===== config.mk =====
export PLATFORM = sky130hd
export DESIGN_NAME = iter_shifter
export DESIGN_NICKNAME = d
export VERILOG_FILES = /design/src/rtl/iter_shifter.sv
export SDC_FILE = /design/constraint.sdc
export NUM_CORES = 1
export LEC_CHECK = 0
export ABC_CLOCK_PERIOD_IN_PS = 3800
export BUFFER_PORTS_ARGS = -buffer_cell sky130_fd_sc_hd__clkbuf_2
export CAP_MARGIN = 5
export CORE_AREA = 5 5 56 58
export DETAILED_ROUTE_END_ITERATION = 10
export DIE_AREA = 0 0 61 63
export GPL_TIMING_DRIVEN = 1
export PLACE_DENSITY = 0.89
export RECOVER_POWER = 25
export SLEW_MARGIN = 5
export SYNTH_ARGS = -nofsm -noshare
export SYNTH_HDL_FRONTEND = slang
export SYNTH_SLANG_ARGS = --single-unit

===== constraint.sdc =====
create_clock -name clk -period 3.8 [get_ports clk]
set_clock_uncertainty 0.15 [all_clocks]
set_input_delay 0.76 -clock clk [delete_from_list [all_inputs] [get_ports clk]]
set_output_delay 0.76 -clock clk [all_outputs]
set_load 0.005 [all_outputs]

===== src/rtl/iter_shifter.sv =====
`default_nettype none
// ============================================================================
// Module : iter_shifter
// Multi-cycle shift/rotate engine with valid/ready operand and result ports.
// Rev    : 1.0  initial release
// ============================================================================
module iter_shifter #(
    parameter int WIDTH = 8,
    parameter int AMT_W = 4,
    parameter int STEP  = 1
) (
    input  logic             clk,
    input  logic             rst_n,
    input  logic             in_valid,
    output logic             in_ready,
    input  logic [WIDTH-1:0] a,
    input  logic [AMT_W-1:0] amt,
    input  logic             dir,
    input  logic [1:0]       mode,
    output logic             out_valid,
    input  logic             out_ready,
    output logic [WIDTH-1:0] d,
    output logic             busy
);
    localparam logic [1:0] S_IDLE  = 2'd0;
    localparam logic [1:0] S_SHIFT = 2'd1;
    localparam logic [1:0] S_DONE  = 2'd2;

    localparam logic [1:0] M_ARITH = 2'b01;
    localparam logic [1:0] M_ROT   = 2'b10;

    localparam logic [AMT_W-1:0] C_STEP_A = AMT_W'(STEP);

    logic [1:0]       state_q, state_d;
    logic [WIDTH-1:0] work_q, work_d;
    logic [WIDTH-1:0] d_q, d_d;
    logic [AMT_W-1:0] rem_q, rem_d;
    logic             dir_q, dir_d;
    logic [1:0]       mode_q, mode_d;

    logic [31:0]      w_rem_ext;
    logic [AMT_W-1:0] w_rem_next;
    logic [WIDTH-1:0] w_stepped;

    // Single-bit move; arithmetic right replicates the MSB, which the working
    // register keeps equal to the captured operand's sign throughout.
    function automatic logic [WIDTH-1:0] shift1(input logic [WIDTH-1:0] v,
                                                input logic             right,
                                                input logic [1:0]       m);
        logic [WIDTH-1:0] res;
        if (right) begin
            res = {(m == M_ROT) ? v[0] : ((m == M_ARITH) ? v[WIDTH-1] : 1'b0),
                   v[WIDTH-1:1]};
        end else begin
            res = {v[WIDTH-2:0], (m == M_ROT) ? v[WIDTH-1] : 1'b0};
        end
        return res;
    endfunction

    // Up to STEP single-bit moves per cycle, bounded by the remaining count.
    always_comb begin
        w_rem_ext = {{(32-AMT_W){1'b0}}, rem_q};
        w_stepped = work_q;
        for (int i = 0; i < STEP; i++) begin
            if (32'(i) < w_rem_ext) begin
                w_stepped = shift1(w_stepped, dir_q, mode_q);
            end
        end
        if (w_rem_ext >= 32'(STEP)) begin
            w_rem_next = rem_q - C_STEP_A;
        end else begin
            w_rem_next = '0;
        end
    end

    // A zero amount still spends one cycle in SHIFT so results never appear
    // on the accept edge itself.
    always_comb begin
        state_d = state_q;
        work_d  = work_q;
        rem_d   = rem_q;
        dir_d   = dir_q;
        mode_d  = mode_q;
        d_d     = d_q;
        case (state_q)
            S_IDLE: begin
                if (in_valid) begin
                    work_d  = a;
                    rem_d   = amt;
                    dir_d   = dir;
                    mode_d  = mode;
                    state_d = S_SHIFT;
                end
            end
            S_SHIFT: begin
                work_d = w_stepped;
                rem_d  = w_rem_next;
                if (w_rem_next == '0) begin
                    d_d     = w_stepped;
                    state_d = S_DONE;
                end
            end
            S_DONE: begin
                if (out_ready) begin
                    state_d = S_IDLE;
                end
            end
            default: state_d = S_IDLE;
        endcase
    end

    always_ff @(posedge clk) begin
        if (!rst_n) begin
            state_q <= S_IDLE;
            work_q  <= '0;
            rem_q   <= '0;
            dir_q   <= 1'b0;
            mode_q  <= 2'b00;
            d_q     <= '0;
        end else begin
            state_q <= state_d;
            work_q  <= work_d;
            rem_q   <= rem_d;
            dir_q   <= dir_d;
            mode_q  <= mode_d;
            d_q     <= d_d;
        end
    end

    assign in_ready  = rst_n && (state_q == S_IDLE);
    assign out_valid = (state_q == S_DONE);
    assign busy      = (state_q != S_IDLE);
    assign d         = d_q;

endmodule
`default_nettype wire


==> results.toml <==
[flow_run]
maxCapViolCount = 0

[synthesis]
ys_warn_count = 0
syn-num-nets = 175
yosys_register_bits = 25
synth_ff_type = "dfxtp_1"
synth_top_area_share_pct = 35.6
syn_area_sq_mm = 0.00141
synth_area_leaders = "dfxtp_1 (36%), mux2i_1 (8.5%), nand2_1 (7.2%)"
async_reset_ff_share_pct = 0
yosysSeqAreaShare_pct = 35.6
synth_cells = 153
synth_area_per_cell_sq_um = 9.18
synth_edf_count = 0
yosysUniqueCellTypes = 40
synth_top_cell_by_area = "dfxtp_1"

[drt]
wl_met1_mm = 1.36
routed_wl_mm = 3.01
wire_per_inst_microns = 14.3
drtPass1Iterations = 4
vias = 1183
viasPerCell = 5.63
wl_met2_mm = 1.48
highest_layer = "met4"
drc = 0
met3_wirelength_microns = 137
antenna_left = 0
drt_iter0_drc = 47

[cells_and_area]
instances_no_fill = 210
syn_to_final_growth_pct = 11.8
nNetsFinal = 202
drive_above_1_share_pct = 27.9
n_antenna_cell = 0
fillers = 241

[place]
detailed_place_hpwl_mm = 2.32
placed_cells = 206
numPortBuffers = 29
gp_congestion = 0.823

[clocking]
cts_max_level = 1
clkSinkCount = 25
clkLatencyLatePin_ns = 0.32
cts_tree = "yes"
ctsHoldBuffers = 0
cts.reportedPaths.clkPinSlew_ns = 0.14
post-cts-setup-buffers = 0
cts.path.max_buffers = 2
numCtsBuffers = 3
postCtsResizedCells = 0
root_buffer = "clkbuf_4"

[global_route]
antenna_found_initial = 0
grt_use_total_pct = 17.1
first_global_vias = 1179
grt_max_degree = 19
grt_pass1_wl_mm = 5.22
overflow = 0

[worst_setup_path]
critPathArrivalTime_ns = 1.60
crit_type = "in -> out"
endpoint_kind = "output port"
cp-start-kind = "primary input"
rrSetupSlack_ns = 1.45
worstPathRequired_ns = 2.89
crit_fanout = 18

[sta]
rsz0062_at_grt = "no"
tns_ns = 0
max_slew_margin_pct = 45.5
max_freq_mhz = 398
hold_viol_final = 0
finalCriticalPeriod_ns = 2.51
tightest_slew_ns = 0.816
setup_violations = 0
final_max_slew_viol_count = 0
timing.hold.ws_ns = 0.318
period_share_pct = 66.1

[pwr]
cellPowerDensity_mw_per_mm2 = 452
ir_drop_mv = 0.236
p_leak_nw = 0.685
netSwitchingFraction_pct = 35.3
clockPowerShare_pct = 17.1
p_sw_mw = 0.251
intPower_mw = 0.460
p_comb_share_pct = 37.3
pwr-share-seq_pct = 45.6

[die]
dieArea_sq_mm = 0.00384
die_w_microns = 61
coreArea_sq_mm = 0.00262
pin_count = 30
rows = 19
dieHeight_microns = 63
start_util_pct = 53.7

[outcome]
status = "finished, final reports clean"

[min_path]
hp-class = "reg -> reg"
-- placed cells by master, fill, tap and decap left out, types with 2 or more instances in the layout --
cell type,count
clkbuf_2,27
nand2_1,27
nand3b_1,2
clkbuf_1,2
a21oi_1,12
ha_1,3
mux2_2,6
inv_1,2
nor2_1,7
nor3_1,2
clkbuf_4,3
mux2i_1,12
o21ai_0,3
nand2b_1,7
mux2_4,6
a22oi_1,7
dfxtp_1,25
a31oi_1,2
nor2b_1,2
-- registers in the layout, summed over array words and instances (netlist names) --
signal	cells
work_q	8
dir_q	1
mode_q	2
rem_q	4
state_q	2
d	8
-- area by class of cell --
type | count | area (sq um) | area share, %
Clock buffer | 3 | 22.5 | 1.43
Sequential cell | 25 | 500 | 31.8
Inverter | 3 | 11.3 | 0.717
Multi-Input combinational cell | 117 | 843 | 53.7
Timing Repair Buffer | 30 | 150 | 9.55
Tap cell | 31 | 38.8 | 2.47
Clock inverter | 1 | 5.00 | 0.318
-- worst paths after layout --
path                                start                end  depth (start not counted)
setup / recovery                    rst_n           in_ready                          5
hold / removal          d[6]$_SDFFE_PN0P_  d[6]$_SDFFE_PN0P_                          2
setup reg to reg  state_q[0]$_SDFFE_PN0P_  d[5]$_SDFFE_PN0P_                          3
hold reg to reg         d[6]$_SDFFE_PN0P_  d[6]$_SDFFE_PN0P_                          2
-- cell usage after synthesis, types with 2 or more instances --
cell type	n
inv_1	2
mux2i_1	12
nand3b_1	2
a31oi_1	2
nand2_1	27
mux2_2	6
a22oi_1	7
nor3_1	2
buf_2	4
buf_6	2
nand2b_1	7
o21ai_0	3
a21oi_1	12
ha_1	3
nor2_1	7
mux2_4	6
nor2b_1	2
dfxtp_1	25
-- stage by stage --
stage / total power [mW] / utilization, % / cell area (sq um) / worst slack, ns
floorplan: 0.544 / - / 1410 / 1.32
global placement: 0.579 / 59.1 / 1550 / 1.34
finish: 0.711 / 60.1 / 1570 / 1.29
detailed placement: 0.593 / 59.1 / 1550 / 1.29
global route: 0.764 / 60.1 / 1570 / 1.19
CTS: 0.713 / 60.2 / 1570 / 1.29
-- critical path, stage by stage --
cell and delay [ns]:
clkbuf_2 0.29, clkinv_1 0.12, buf_4 0.21, nor2_1 0.11, clkbuf_2 0.12
-- power by group through the flow --
stage / Sequential (mW) / Clock, mW / Combinational (mW)
after floorplan: 0.319 / 0 / 0.225
after global placement: 0.326 / 0 / 0.253
after detailed placement: 0.330 / 0 / 0.263
after CTS: 0.324 / 0.125 / 0.264
after global routing: 0.331 / 0.141 / 0.293
final: 0.324 / 0.122 / 0.265
-- metal layers --
layer / global-route usage, % / up-vias
met5: 0 / -
met4: 4.34 / 0
met3: 3.10 / 7
met2: 28.6 / 29
met1: 22.0 / 554
li1: - / 593
-- kinds of logic (layout without fill, tap and decap cells) --
| group | count (synthesis) | in the layout | synth area share, % |
|---|---|---|---|
| XOR/XNOR | 1 | 1 | 0.623 |
| AND/OR/NAND/NOR | 55 | 55 | 20.2 |
| multiplexers | 25 | 25 | 20.6 |
| flip-flops | 25 | 25 | 35.6 |
| buffers and inverters | 11 | 37 | 4.36 |
| AO/OA/AOI/OAI | 33 | 33 | 15.9 |
| adder cells (fa/ha/maj) | 3 | 3 | 2.67 |
Note: power is estimated with default switching activity, not from simulation.
